$ cat config.mk
export PLATFORM = sky130hd
export DESIGN_NAME = ram_arbiter
export DESIGN_NICKNAME = d
export VERILOG_FILES = /design/src/rtl/ram_arbiter.sv
export SDC_FILE = /design/constraint.sdc
export NUM_CORES = 1
export LEC_CHECK = 0
export ABC_AREA = 1
export CORE_MARGIN = 5
export CORE_UTILIZATION = 38
export DETAILED_ROUTE_END_ITERATION = 6
export PLACE_DENSITY = 0.75
export RECOVER_POWER = 50
export SLEW_MARGIN = 15
export SYNTH_ARGS = -nofsm -noshare
export SYNTH_HDL_FRONTEND = slang
export SYNTH_SLANG_ARGS = --single-unit
export TNS_END_PERCENT = 10
$ cat constraint.sdc
create_clock -name clock -period 1.6 [get_ports clock]
set_clock_uncertainty 0.15 [all_clocks]
set_input_delay 0.16 -clock clock [delete_from_list [all_inputs] [get_ports clock]]
set_output_delay 0.16 -clock clock [all_outputs]
set_load 0.01 [all_outputs]
$ cat src/rtl/ram_arbiter.sv
// Round-robin req/ack arbiter sharing the single read/write port A of the video/system
// dual-port RAM between the Z80 bus interface and a DMA/loader requester.
module ram_arbiter #(
  parameter int unsigned RD_LAT = 2,
  localparam int unsigned AW = 16,
  localparam int unsigned DW = 8
) (
  input  logic          clock,
  input  logic          reset_n,
  input  logic          cpu_req,
  input  logic          cpu_we,
  input  logic [AW-1:0] cpu_addr,
  input  logic [DW-1:0] cpu_wdata,
  output logic [DW-1:0] cpu_rdata,
  output logic          cpu_ack,
  input  logic          dma_req,
  input  logic          dma_we,
  input  logic [AW-1:0] dma_addr,
  input  logic [DW-1:0] dma_wdata,
  output logic [DW-1:0] dma_rdata,
  output logic          dma_ack,
  output logic [AW-1:0] mem_addr,
  output logic [DW-1:0] mem_wdata,
  output logic          mem_wren,
  input  logic [DW-1:0] mem_q,
  output logic          grant_dma,
  output logic          busy
);

  localparam int unsigned CW = 2;

  typedef enum logic [1:0] {
    S_IDLE  = 2'd0,
    S_ISSUE = 2'd1,
    S_WAIT  = 2'd2,
    S_ACK   = 2'd3
  } state_t;

  state_t        r_state;
  logic          r_we;
  logic [CW-1:0] r_cnt;

  logic          w_any;
  logic          w_pick_dma;
  logic          w_we;
  logic [AW-1:0] w_addr;
  logic [DW-1:0] w_wdata;

  // On a tie the requester that did not win last time (grant_dma holds the last winner) goes first.
  assign w_any      = cpu_req | dma_req;
  assign w_pick_dma = dma_req & (~cpu_req | ~grant_dma);
  assign w_we       = w_pick_dma ? dma_we    : cpu_we;
  assign w_addr     = w_pick_dma ? dma_addr  : cpu_addr;
  assign w_wdata    = w_pick_dma ? dma_wdata : cpu_wdata;

  always_ff @(posedge clock or negedge reset_n) begin
    if (!reset_n) begin
      r_state   <= S_IDLE;
      r_we      <= 1'b0;
      r_cnt     <= '0;
      mem_addr  <= '0;
      mem_wdata <= '0;
      mem_wren  <= 1'b0;
      cpu_rdata <= '0;
      dma_rdata <= '0;
      cpu_ack   <= 1'b0;
      dma_ack   <= 1'b0;
      grant_dma <= 1'b1;
      busy      <= 1'b0;
    end else begin
      case (r_state)
        S_IDLE: begin
          if (w_any) begin
            grant_dma <= w_pick_dma;
            r_we      <= w_we;
            mem_addr  <= w_addr;
            mem_wdata <= w_wdata;
            mem_wren  <= w_we;
            busy      <= 1'b1;
            r_state   <= S_ISSUE;
          end
        end
        S_ISSUE: begin
          mem_wren <= 1'b0;
          if (r_we) begin
            cpu_ack <= ~grant_dma;
            dma_ack <= grant_dma;
            r_state <= S_ACK;
          end else begin
            r_cnt   <= CW'(RD_LAT);
            r_state <= S_WAIT;
          end
        end
        S_WAIT: begin
          r_cnt <= r_cnt - CW'(1);
          // Last wait cycle: read data is valid on mem_q, capture it for the owner only.
          if (r_cnt == CW'(1)) begin
            if (grant_dma) begin
              dma_rdata <= mem_q;
            end else begin
              cpu_rdata <= mem_q;
            end
            cpu_ack <= ~grant_dma;
            dma_ack <= grant_dma;
            r_state <= S_ACK;
          end
        end
        S_ACK: begin
          cpu_ack <= 1'b0;
          dma_ack <= 1'b0;
          busy    <= 1'b0;
          r_state <= S_IDLE;
        end
        default: r_state <= S_IDLE;
      endcase
    end
  end

endmodule

==> results.ini <==
[status]
outcome=completed

[clock_tree]
cts-buffers-inserted=5
clk_path_buf_depth=2
clock-sinks=50
clk-insertion-delay-late_ns=0.30
cts_tree=done
cts_setup_buffers=0
clk_pin_slew_ns=0.10
ctsHtreeMaxLevel=2
root_buffer=clkbuf_8

[placed_design]
numPortBuffers=106
post-place-ws_ns=-0.0827
placed_area_um2=3620
gp_congestion=0.821
dpl.hpwl_mm=5.15

[setup_path]
cp_num_buf_inv=1
r2r_setup_slack_ns=0.09
start_kind=flip-flop
path_class=flip-flop to primary output
required_ns=1.29
end_kind=primary output
crit_slowest_cell=clkdlybuf4s50_1
worstReg2RegStart=r_state[1]
max_stage_delay_ns=0.55
crit-reg2reg-capture=mem_addr[13]
path_delay_family=buffers and inverters
r2r.worst_path.cells=6
cp.arrival_ns=1.24
worstPathMaxFanout=2
cp_cell_sequence=clkdlybuf4s50_1

[final_layout]
layout.nets=494
finish.instance_area_um2=3700
final_cell_mix=nand2_1, clkdlybuf4s50_1, dfrtp_1
mostFrequentLayoutCell=nand2_1
areaGrowthSynthToFinish_pct=52.4
drive_above_1_share_pct=7.26
fill_cells=560
n_antenna_cell=0

[detailed_routing]
first_pass_iters=4
drt_iter0_drc=103
routedWlPerCell_um=13.7
drt.antenna.violating_nets=0
drc=0
via_per_inst=4.69
via_count=2362
wirelength_mm=6.88

[power]
p_leak_nw=1.85
comb_power_share_pct=51.7
power_mw=6.31
p_per_area_nw_per_um2=1700
p_clk_share_pct=12.2
max-vdd-ir-drop_uv=860
p_seq_share_pct=36.1
sw_frac_of_total_pct=39.3
power.net_switching_mw=2.48
internal_power_mw=3.83

[timing]
slew_headroom_pct=62.3
rsz0062_at_grt=yes
fin_crit_sh_pct=97.2
tns_ns=0
finalWorstSetupSlack_ns=0.0454
worst-slew-pin-transition_ns=0.566
setup-violations-final=0
worst_hold_slack_ns=0.145
fmax_ghz=0.643
slew_viol_final=0
finalHoldViolations=0
min_period_ns=1.55

[floorplan]
die_area_um2=8090
die_w_um=89.9
coreArea_um2=6280
rows=29
die_y_um=89.9
boundaryPins=107
start_util_pct=38.7

[global_routing]
grt_max_degree=28
grt_pass1_vias=2411
grt_use_total_pct=17.0
grt_pass1_wl_mm=11.5
grt.overflow.total=0
antenna_found_initial=0

[yosys]
synth_fp_nets=379
synth-compound-area-share_pct=6.54
synth_fa_ha_area_share_pct=3.09
syn-instance-count=311
yosysTopAreaCell=dfrtp_1
synthesis.area_um2=2430
synth_top_area_share_pct=50.5
synthSimpleGateAreaFrac_pct=31.5
synth_top_family_by_area=simple AND/OR/NAND/NOR gates
seq_area_frac_synth_pct=51.6
muxShareOfSynthArea_pct=0
syn_area_per_cell_um2=7.81
synthXorXnorAreaFrac_pct=0
ys_ff_latch=50
yosys_warnings=0
synth.area.top_cells=dfrtp_1, nand2_1, nand3_1
synth_cell_types=19

[job]
maxCapViolCount=0

[hold_path]
hp-class=primary input to asynchronous set/reset pin

==> worst max-delay path by stage <==
stage | from | slack [ns] | cells past startpoint | end
floorplan | r_state[0] | 0.09 | 5 | dma_rdata[0]
global placement | dma_req | -0.04 | 7 | r_we
detailed placement | dma_req | -0.08 | 7 | r_we
CTS | r_state[0] | 0.001 | 6 | mem_addr[6]
global route | r_state[1] | -0.03 | 6 | mem_addr[5]
finish | mem_wren | 0.05 | 1 | mem_wren
==> cells by family (layout without fill, tap and decap cells) <==
family / after synthesis / count (layout)
and+or+nand+nor: 191 / 191
DFF: 50 / 50
buffers and inverters: 35 / 151
AOI/OAI and AO/OA: 29 / 29
adders and majority gates: 6 / 6
==> power groups by stage <==
stage	logic, mW	registers, mW	clock network, mW
floorplan	1.37	2.51	0
global placement	3.23	2.27	0
detailed placement	3.33	2.28	0
CTS	3.34	2.27	0.801
global route	3.66	2.36	0.852
finish	3.26	2.28	0.771
==> cells in the mapped netlist (all sizes together) <==
library cell,number
nand2,159
dfrtp,49
nand3,31
o21ai,26
inv,22
buf,11
ha,6
a21oi,2
clkbuf,2
dfstp,1
nor2,1
o211ai,1
==> layer usage <==
metal	vias to the layer above	global-route usage (%)	routed length, µm	share of wire (%)
li1	1199	-	-	-
met1	1067	22.4	3150	46
met2	86	26.6	3110	45
met3	10	6.18	538	7.8
met4	0	4.09	88	1.3
met5	-	0	0	0
==> through the flow <==
stage / util (%) / cells
finish: 59.0 / 504
global route: 59.0 / 504
CTS: 59.3 / 504
detailed placement: 57.7 / 495
global placement: 57.7 / 495
floorplan: - / 311
==> area by class of cell <==
cell class / count / area (µm²) / share of cell area (%)
Sequential cell: 50 / 1250 / 33.9
Timing Repair Buffer: 121 / 1160 / 31.4
Multi-Input combinational cell: 226 / 1010 / 27.2
Tap cell: 77 / 96.3 / 2.60
Inverter: 22 / 90.1 / 2.43
Clock buffer: 5 / 68.8 / 1.86
Clock inverter: 3 / 23.8 / 0.642
==> flip-flops by register name (all words and copies together) (netlist names) <==
signal,flops
cpu_rdata,8
r_we,1
grant_dma,1
dma_ack,1
cpu_ack,1
mem_addr,16
dma_rdata,8
busy,1
mem_wdata,8
r_state,2
mem_wren,1
r_cnt,2
==> repair_timing <==
item / 4_1_cts / 5_1_grt
hold endpoints to repair: 39 / 0
hold buffers: 1 / 0
pin swaps: 0 / 0
endpoints found under the setup margin: 2 / 52
gates resized for setup: 2 / 15
gates cloned: 0 / 0
No activity file was read; power rests on OpenSTA's default activity.
